$ cat src/rtl/clint_multi_if.sv
// Register-bus bundle for the CLINT: one-cycle request, registered ack/err/rddata reply.
interface clint_multi_if;
  logic        i_wen;
  logic        i_ren;
  logic [31:0] i_addr;
  logic [31:0] i_wrdata;
  logic [31:0] o_rddata;
  logic        o_ack;
  logic        o_err;

  modport master (output i_wen, i_ren, i_addr, i_wrdata, input o_rddata, o_ack, o_err);
  modport slave  (input i_wen, i_ren, i_addr, i_wrdata, output o_rddata, o_ack, o_err);
endinterface

$ cat src/rtl/clint_multi.sv
// Core-local interruptor: shared 64-bit mtime with prescaler, per-hart msip and mtimecmp,
// registered timer interrupts and a single-cycle-ack register bus.
module clint_multi_hart (
  input  logic        i_clk,
  input  logic        i_rst,
  input  logic        wr_msip,
  input  logic        wr_cmp_lo,
  input  logic        wr_cmp_hi,
  input  logic [31:0] wrdata,
  input  logic [63:0] mtime,
  output logic        msip,
  output logic [63:0] mtimecmp,
  output logic        mtip
);
  always_ff @(posedge i_clk or posedge i_rst) begin
    if (i_rst) begin
      msip     <= 1'b0;
      mtimecmp <= '1;
      mtip     <= 1'b0;
    end else begin
      if (wr_msip)   msip            <= wrdata[0];
      if (wr_cmp_lo) mtimecmp[31:0]  <= wrdata;
      if (wr_cmp_hi) mtimecmp[63:32] <= wrdata;
      // Compare uses pre-edge values, so mtip lags mtime/mtimecmp by one cycle.
      mtip <= (mtime >= mtimecmp);
    end
  end
endmodule

module clint_multi #(
  parameter logic [31:0] BASE_ADDR = 32'h2000_0000,
  parameter int          N_HARTS   = 2,
  parameter int          TICK_DIV  = 1
) (
  input  logic               i_clk,
  input  logic               i_rst,
  clint_multi_if.slave       bus,
  output logic [N_HARTS-1:0] o_msip,
  output logic [N_HARTS-1:0] o_mtip
);
  localparam logic [3:0] NH = 4'(N_HARTS);
  localparam int         PW = (TICK_DIV > 1) ? $clog2(TICK_DIV) : 1;

  logic [31:0] off;
  logic        acc, aligned, valid, wr;
  logic [2:0]  msip_h, cmp_h;
  logic        cmp_hi;
  logic        hit_msip, hit_cmp, hit_lo, hit_hi;
  logic        wr_lo, wr_hi;

  // Addresses below BASE_ADDR wrap to huge offsets and fall outside every window.
  assign off      = bus.i_addr - BASE_ADDR;
  assign acc      = bus.i_wen | bus.i_ren;
  assign aligned  = (bus.i_addr[1:0] == 2'b00);
  assign msip_h   = off[4:2];
  assign cmp_h    = off[5:3];
  assign cmp_hi   = off[2];
  assign hit_msip = (off[31:5] == 27'd0) && ({1'b0, msip_h} < NH);
  assign hit_cmp  = (off[31:6] == 26'h100) && ({1'b0, cmp_h} < NH);
  assign hit_lo   = (off == 32'h0000_BFF8);
  assign hit_hi   = (off == 32'h0000_BFFC);
  assign valid    = aligned & (hit_msip | hit_cmp | hit_lo | hit_hi);
  assign wr       = bus.i_wen & valid;
  assign wr_lo    = wr & hit_lo;
  assign wr_hi    = wr & hit_hi;

  logic [PW-1:0] presc;
  logic          tick;
  logic [63:0]   mtime;

  assign tick = (presc == PW'(TICK_DIV - 1));

  // Any mtime write restarts the prescaler so the next increment is a full period away.
  always_ff @(posedge i_clk or posedge i_rst) begin
    if (i_rst)                     presc <= '0;
    else if (wr_lo | wr_hi | tick) presc <= '0;
    else                           presc <= presc + 1'b1;
  end

  always_ff @(posedge i_clk or posedge i_rst) begin
    if (i_rst)      mtime         <= '0;
    else if (wr_lo) mtime[31:0]   <= bus.i_wrdata;
    else if (wr_hi) mtime[63:32]  <= bus.i_wrdata;
    else if (tick)  mtime         <= mtime + 64'd1;
  end

  logic [N_HARTS-1:0]       wr_msip, wr_cmp_lo, wr_cmp_hi;
  logic [N_HARTS-1:0][63:0] mtimecmp;

  for (genvar h = 0; h < N_HARTS; h++) begin : g_hart
    assign wr_msip[h]   = wr & hit_msip & (msip_h == 3'(h));
    assign wr_cmp_lo[h] = wr & hit_cmp & (cmp_h == 3'(h)) & ~cmp_hi;
    assign wr_cmp_hi[h] = wr & hit_cmp & (cmp_h == 3'(h)) &  cmp_hi;

    clint_multi_hart u_hart (
      .i_clk     (i_clk),
      .i_rst     (i_rst),
      .wr_msip   (wr_msip[h]),
      .wr_cmp_lo (wr_cmp_lo[h]),
      .wr_cmp_hi (wr_cmp_hi[h]),
      .wrdata    (bus.i_wrdata),
      .mtime     (mtime),
      .msip      (o_msip[h]),
      .mtimecmp  (mtimecmp[h]),
      .mtip      (o_mtip[h])
    );
  end

  logic [31:0] rd_val;

  always_comb begin
    rd_val = '0;
    if (hit_lo)      rd_val = mtime[31:0];
    else if (hit_hi) rd_val = mtime[63:32];
    for (int h = 0; h < N_HARTS; h++) begin
      if (hit_msip && msip_h == 3'(h)) rd_val = {31'd0, o_msip[h]};
      if (hit_cmp && cmp_h == 3'(h))   rd_val = cmp_hi ? mtimecmp[h][63:32] : mtimecmp[h][31:0];
    end
  end

  logic        ack_q, err_q;
  logic [31:0] rdata_q;

  // Read data is the pre-write value on a combined read/write since rd_val is pre-edge state.
  always_ff @(posedge i_clk or posedge i_rst) begin
    if (i_rst) begin
      ack_q   <= 1'b0;
      err_q   <= 1'b0;
      rdata_q <= '0;
    end else begin
      ack_q   <= acc;
      err_q   <= acc & ~valid;
      rdata_q <= (bus.i_ren & valid) ? rd_val : 32'd0;
    end
  end

  assign bus.o_ack    = ack_q;
  assign bus.o_err    = err_q;
  assign bus.o_rddata = rdata_q;
endmodule

$ cat src/flat_wrapper.sv
// flat-port wrapper written by rule: the top's interface ports become plain ports
module clint_multi_flat 
#(
  parameter logic [31:0] BASE_ADDR = 32'h2000_0000,
  parameter int          N_HARTS   = 2,
  parameter int          TICK_DIV  = 1
)
  (i_clk, i_rst, o_msip, o_mtip, bus_i_wen, bus_i_ren, bus_i_addr, bus_i_wrdata, bus_o_rddata, bus_o_ack, bus_o_err);
  clint_multi_if bus_i ();
  input  logic i_clk;
  input  logic i_rst;
  output logic [N_HARTS-1:0] o_msip;
  output logic [N_HARTS-1:0] o_mtip;
  input wire logic [$bits(bus_i.i_wen)-1:0] bus_i_wen;
  input wire logic [$bits(bus_i.i_ren)-1:0] bus_i_ren;
  input wire logic [$bits(bus_i.i_addr)-1:0] bus_i_addr;
  input wire logic [$bits(bus_i.i_wrdata)-1:0] bus_i_wrdata;
  output wire logic [$bits(bus_i.o_rddata)-1:0] bus_o_rddata;
  output wire logic [$bits(bus_i.o_ack)-1:0] bus_o_ack;
  output wire logic [$bits(bus_i.o_err)-1:0] bus_o_err;
  assign bus_i.i_wen = bus_i_wen;
  assign bus_i.i_ren = bus_i_ren;
  assign bus_i.i_addr = bus_i_addr;
  assign bus_i.i_wrdata = bus_i_wrdata;
  assign bus_o_rddata = bus_i.o_rddata;
  assign bus_o_ack = bus_i.o_ack;
  assign bus_o_err = bus_i.o_err;
  clint_multi #(.BASE_ADDR(BASE_ADDR), .N_HARTS(N_HARTS), .TICK_DIV(TICK_DIV)) u_core (.i_clk(i_clk), .i_rst(i_rst), .bus(bus_i), .o_msip(o_msip), .o_mtip(o_mtip));
endmodule
$ cat config.mk
export PLATFORM = sky130hd
export DESIGN_NAME = clint_multi_flat
export DESIGN_NICKNAME = d
export VERILOG_FILES = /design/src/rtl/clint_multi_if.sv /design/src/rtl/clint_multi.sv /design/src/flat_wrapper.sv
export SDC_FILE = /design/constraint.sdc
export NUM_CORES = 1
export LEC_CHECK = 0
export BUFFER_PORTS_ARGS = -buffer_cell sky130_fd_sc_hd__clkbuf_2
export CAP_MARGIN = 15
export CORE_MARGIN = 3
export CORE_UTILIZATION = 32
export DETAILED_ROUTE_END_ITERATION = 10
export PLACE_DENSITY = 0.56
export SLEW_MARGIN = 5
export SYNTH_ARGS = -nofsm -noshare
export SYNTH_HDL_FRONTEND = slang
export SYNTH_SLANG_ARGS = --single-unit
$ cat constraint.sdc
create_clock -name i_clk -period 9.5 [get_ports i_clk]
set_input_delay 0 -clock i_clk [delete_from_list [all_inputs] [get_ports i_clk]]
set_output_delay 0 -clock i_clk [all_outputs]
set_load 0.05 [all_outputs]
* Yosys cells after proc, flatten, opt, wreduce, memory -nomap -nowiden
Index checks and enable logic that the tools add are counted.
** Word-level totals
- Bits in registers :: 231
- Bits of input ports :: 68
- Output and inout port bits :: 38
- Word-level logic and storage cells :: 81
** Operators by class
- $add $sub $neg :: 3
- Order comparisons :: 4
- Equal/unequal tests :: 8
- Multiplexer cells :: 14
- Bitwise operators :: 26
- Reductions and logical operators :: 12
** Operator list (number)
- $mux 32 :: 12
- $ge 64x64->1 :: 2
- $add 64x1->64 const B :: 1
- $eq 32x16->1 const B :: 2
- $mux 64 :: 1
- $sub 32x30->32 const B :: 1
- $logic_not 27->1 :: 1
- $eq 26x9->1 const B :: 1
- $and 1x1->1 :: 16
- $eq 3x1->1 const B :: 2
- $logic_and 1x1->1 :: 6
- $logic_not 3->1 :: 2
- $lt 3x2->1 const B :: 2
- $ne 2x1->1 const B :: 3
- $or 1x1->1 :: 6
- $not 1->1 :: 4
- $reduce_and 2->1 :: 2
- $logic_not 2->1 :: 1
- $add 1x1->1 const B :: 1
- $mux 1 :: 1

* Depth between registers and ports, before layout
- Word-level depth :: 12
- Depth in mapped cells :: 11
- Depth with buffers taken out :: 9

* Hierarchy
A second synthesis with hierarchy kept.
** Unflattened totals
- Cells, all modules :: 1725
- Area total of the unflattened synthesis :: 15060.7 um2
** Modules (own cells, without submodules)
- clint_multi_hart :: instances 2, cells an instance 438, area an instance 3977.6 um2
- clint_multi :: instances 1, cells an instance 849, area an instance 7105.6 um2

* Worst setup path before layout
OpenSTA, ideal clock, no wires.
- Path kind :: register to register
- Start :: reg u_core.mtime[3]
- End :: reg u_core.mtime[63]
- Library setup time :: 0.121 ns
- Arrival time :: 2.149 ns
- Data required time :: 9.379 ns
- Path slack :: 7.230 ns
- Cell stages (with the launch flop) :: 9
- Period minus slack after synthesis :: 2.270 ns
- Cells stage by stage :: dfrtp_1 -> and4_4 -> and4_4 -> nand4_4 -> or3_1 -> buf_6 -> nor4_1 -> a31oi_1 -> o22a_1
** Between the ends
- Word-level cells in the longest chain between the ends :: 3
** RTL lines
- start, declared :: RTL line clint_multi.sv:69 : logic [63:0] mtime;
- start signal, assigned :: RTL line clint_multi.sv:82 : else if (wr_lo) mtime[31:0] <= bus.i_wrdata;
- start signal, assigned :: RTL line clint_multi.sv:84 : else if (tick) mtime <= mtime + 64'd1;
- $add 64x1->64 :: RTL line clint_multi.sv:84
- $mux 64 :: RTL line clint_multi.sv:84
- $mux 32 :: RTL line clint_multi.sv:83 : else if (wr_hi) mtime[63:32] <= bus.i_wrdata;
No other way between the ends. The select of a mux whose other input is x is not followed.
A chain may end at the register's enable or synchronous reset.

* Final worst setup path
- Start :: reg u_core.mtime[0]
- End :: reg u_core.g_hart[1].u_hart.mtip
** Between the ends
- Word-level cells in the longest chain between the ends :: 1
** RTL lines
- $ge 64x64->1 :: RTL line clint_multi.sv:25 : mtip <= (mtime >= mtimecmp);
- end signal, assigned :: RTL line clint_multi.sv:25
- end, declared :: RTL line clint_multi.sv:13 : output logic mtip
No other way between the ends.

==> flow_summary_export.csv <==
group,metric,value,unit
critical_path,cp_slowest_stage_delay,0.74,ns
route,num_vias,11900,
floorplan,die_width,216,um
min_path,min_path_type,"in2reg",
critical_path,worstSetupEndpointType,"flop",
critical_path,path_delay_family,"compound AO/OA/AOI/OAI gates",
min_path,min_from,"bus_i_wen",
global_routing,grt_max_degree,103,
route,post_drt_wl_per_cell,19.9,um
route,drc,0,
synthesis,yosys.area.top_type_share,23.8,%
timing,clock.fmax,0.287,GHz
global_routing,gr-total-overflow,0,
critical_path,worstPathMaxFanout,4,
timing,relSlewSlack,24.6,%
clocking,clockBufferDepth,3,
min_path,hold_depth,5,
route,drt_iter0_markers,1144,
power_and_ir_drop,p_clk_share,46.2,%
synthesis,ys_seq_elements,231,
clocking,cts_buffers,28,
global_routing,track_usage,18.5,%
finish,final_nets,1786,
critical_path,crit_slowest_cell,"o311ai_0",
placed_design,place.gp.congestion,0.869,
synthesis,synth-async-reset-ratio,100,%
floorplan,fp.coreArea,43400,um^2
clocking,cts_tree,"done",
power_and_ir_drop,vdd_drop_max,0.116,mV
finish,drive_gt1_share,24.2,%
finish,fin_area,16500,um^2
finish,n_antenna_cell,0,
timing,layout_setup_ws,6.01,ns
critical_path,crit_chain,"inv_1 -> ha_1 -> nand2b_1 -> a2111oi_0 -> nor4_1 -> o311ai_0 -> a2111oi_0 -> nor4_1 -> o21ai_0",
power_and_ir_drop,power-per-cell-area,140,nW/um^2
clocking,cts_resized,0,
global_routing,grt_antenna_before_repair,0,
floorplan,rows,76,
finish,final_common_cell,"a21oi_1",
synthesis,synth_cell_types,72,
clocking,clk_pin_slew,0.06,ns
timing,rsz0062_at_grt,"no",
clocking,worstSkewPairLatency,0.55,ns
global_routing,grt_pass1_vias,11900,
critical_path,crit_buf_inv,1,
run_status,status,"finished clean",
synthesis,yosys-top-cells-area,"dfstp_2 24%, dfrtp_1 18%, ha_1 12%, mux2_2 5.8%, a21oi_1 5.0%",
finish,syn2layout_area_growth,16.6,%
synthesis,yosys_most_used_dff,"dfstp_2",
synthesis,ys_seq_area_share,42.0,%
floorplan,die_height,216,um
timing,period_share,36.7,%
placed_design,place_ws,5.60,ns
placed_design,dpl.hpwl,30.7,mm
placed_design,place_area,15200,um^2
synthesis,postSynthCellCount,1477,
timing,tns,0,ns
power_and_ir_drop,switching_share,25.4,%
route,drt_first_pass_iters,7,
global_routing,grt_pass1_wl,69.6,mm
clocking,htreeDepth,1,
timing,min_period,3.49,ns
timing,hold_slack,0.0258,ns
floorplan,die_area,46800,um^2
synthesis,yosysWarnings,0,
power_and_ir_drop,power_frac_comb,9.0,%
timing,setup_viol,0,
timing,clock-skew-final,0.0113,ns
flow_run,max-cap-violations,0,
critical_path,path_class,"reg2reg",
critical_path,r2r_end,"u_core.g_hart[1].u_hart.mtip",
critical_path,worstPathRequired,9.88,ns
critical_path,rr_worst_depth,9,
synthesis,synth_edf_count,0,
critical_path,r2r_start,"u_core.mtime[0]",
power_and_ir_drop,p_seq_share,44.8,%
clocking,cts_root_buf,"clkbuf_16",
power_and_ir_drop,power.leakage,7.53,nW
synthesis,syn_area,14200,um^2
placed_design,port_buffers,105,
synthesis,synth_nets,1676,
finish,nFillCells,4369,
route,avgViaCountPerCell,5.42,
floorplan,initial_core_util,32.6,%
critical_path,r2r_setup_slack,6.01,ns
synthesis,yosysTopAreaCell,"dfstp_2",
route,detail-route-antenna-nets,0,
timing,slew_violations,0,
clocking,cts.sinks,231,
synthesis,avgSynthCellArea,9.58,um^2
floorplan,io_pins,106,
power_and_ir_drop,cellInternalPower,1.72,mW
timing,finalHoldViolations,0,
critical_path,cp.arrival,3.87,ns
power_and_ir_drop,p_switching,0.586,mW
timing,worst_pin_slew,1.13,ns
finish,layout_common_cells,"140 x a21oi_1, 139 x inv_1, 138 x nand2_1",
power_and_ir_drop,power.total,2.31,mW
critical_path,start_kind,"flop",
min_path,hold_end,"u_core.g_hart[0].u_hart.mtimecmp[2]",
route,wirelength,43.7,mm
repair_timing:
action,CTS,global route
hold buffers,38,0
setup buffers,0,0
hold endpoints to repair,233,0
synthesized netlist by cell type (3+ instances only):
master	n
or3_1	10
and2_1	4
clkbuf_1	33
mux2_2	73
a21oi_1	140
mux2i_1	6
a31oi_1	5
o21bai_1	5
dfstp_2	128
buf_4	7
a21o_1	11
nand3_1	28
xnor2_1	7
o31ai_1	6
o32ai_1	7
nand2b_1	7
nor2b_1	3
o22ai_1	19
dfrtp_1	103
nand2_1	139
a211oi_1	14
o31a_1	3
ha_1	131
a221oi_1	4
buf_1	5
a2111oi_0	4
xor2_1	25
nor3_1	17
nor2_1	77
buf_2	32
a222oi_1	55
and4_1	5
o21a_1	5
o22a_1	4
and3_1	13
o21ai_0	101
nor4_1	12
or4_1	4
o21ai_1	5
inv_1	140
nand4_1	36
power groups by stage:
| stage | Clock, mW | Sequential (mW) | Combinational [mW] |
|---|---|---|---|
| final | 1.07 | 1.03 | 0.209 |
| after global routing | 1.13 | 1.04 | 0.237 |
| after CTS | 1.09 | 1.03 | 0.212 |
| after detailed placement | 0 | 1.05 | 0.198 |
| after global placement | 0 | 1.05 | 0.193 |
| after floorplan | 0 | 1.04 | 0.111 |
worst min-delay path: stages:
cell and delay [ns]:
clkbuf_2 0.11, nand2_1 0.13, nor3_4 0.15, nand2_1 0.10
o21ai_1 0.06
metal layers:
metal | part of all wire (%) | vias to the layer above | wire length [um] | global-route usage [%]
met5 | 0 | - | 0 | 0
met4 | 2.6 | 0 | 1150 | 4.82
met3 | 5.0 | 70 | 2200 | 2.87
met2 | 45 | 314 | 19800 | 29.6
met1 | 47 | 5901 | 20500 | 26.2
li1 | - | 5616 | - | -
state kept, by name (all words and copies together), names as in the netlist:
name / count
u_core.presc: 1
u_core.mtime: 64
u_core.bus.o_err: 1
u_core.g_hart.u_hart.mtimecmp: 128
u_core.bus.o_ack: 1
u_core.g_hart.u_hart.mtip: 2
u_core.bus.o_rddata: 32
u_core.g_hart.u_hart.msip: 2
layout make-up:
| class | instances | area [um^2] | share of cell area, % |
|---|---|---|---|
| clock buffers | 46 | 860 | 5.21 |
| clock inverters | 6 | 57.6 | 0.349 |
| inverters | 140 | 533 | 3.23 |
| multi-input cells | 1028 | 7360 | 44.6 |
| flip-flops and latches | 231 | 5940 | 36.0 |
| well taps | 585 | 732 | 4.43 |
| repair buffers | 158 | 1020 | 6.17 |
metrics by stage:
stage	util (%)	std cells
6_report	38.1	2194
3_5_place_dp	35.1	2104
5_1_grt	38.1	2194
4_1_cts	38.1	2194
2_1_floorplan	-	1477
3_3_place_gp	35.1	2104
kinds of logic (layout without fill, tap and decap cells):
kind of cell | Yosys count | count (layout) | synth area share [%]
multiplexers | 82 | 82 | 6.63
buffers and inverters | 218 | 350 | 6.30
AND/OR/NAND/NOR | 376 | 376 | 13.2
adder cells (fa/ha/maj) | 131 | 131 | 11.6
other | 1 | 1 | 0.0265
XOR/XNOR | 32 | 32 | 1.98
flip-flops | 231 | 231 | 42.0
AO/OA/AOI/OAI | 406 | 406 | 18.3
worst max-delay path by stage:
| stage | start | to | slack (ns) | cells past startpoint |
|---|---|---|---|---|
| 2_1_floorplan | i_rst | u_core.bus.o_ack | 3.38 | 1 |
| 3_3_place_gp | bus_i_addr[29] | u_core.g_hart[0].u_hart.mtimecmp[15] | 5.68 | 11 |
| 3_5_place_dp | bus_i_addr[29] | u_core.g_hart[0].u_hart.mtimecmp[21] | 5.60 | 11 |
| 4_1_cts | u_core.mtime[0] | u_core.g_hart[1].u_hart.mtip | 6.00 | 9 |
| 5_1_grt | u_core.mtime[0] | u_core.g_hart[1].u_hart.mtip | 5.87 | 9 |
| 6_report | u_core.mtime[0] | u_core.g_hart[1].u_hart.mtip | 6.01 | 9 |
No activity file was read; power rests on OpenSTA's default activity.
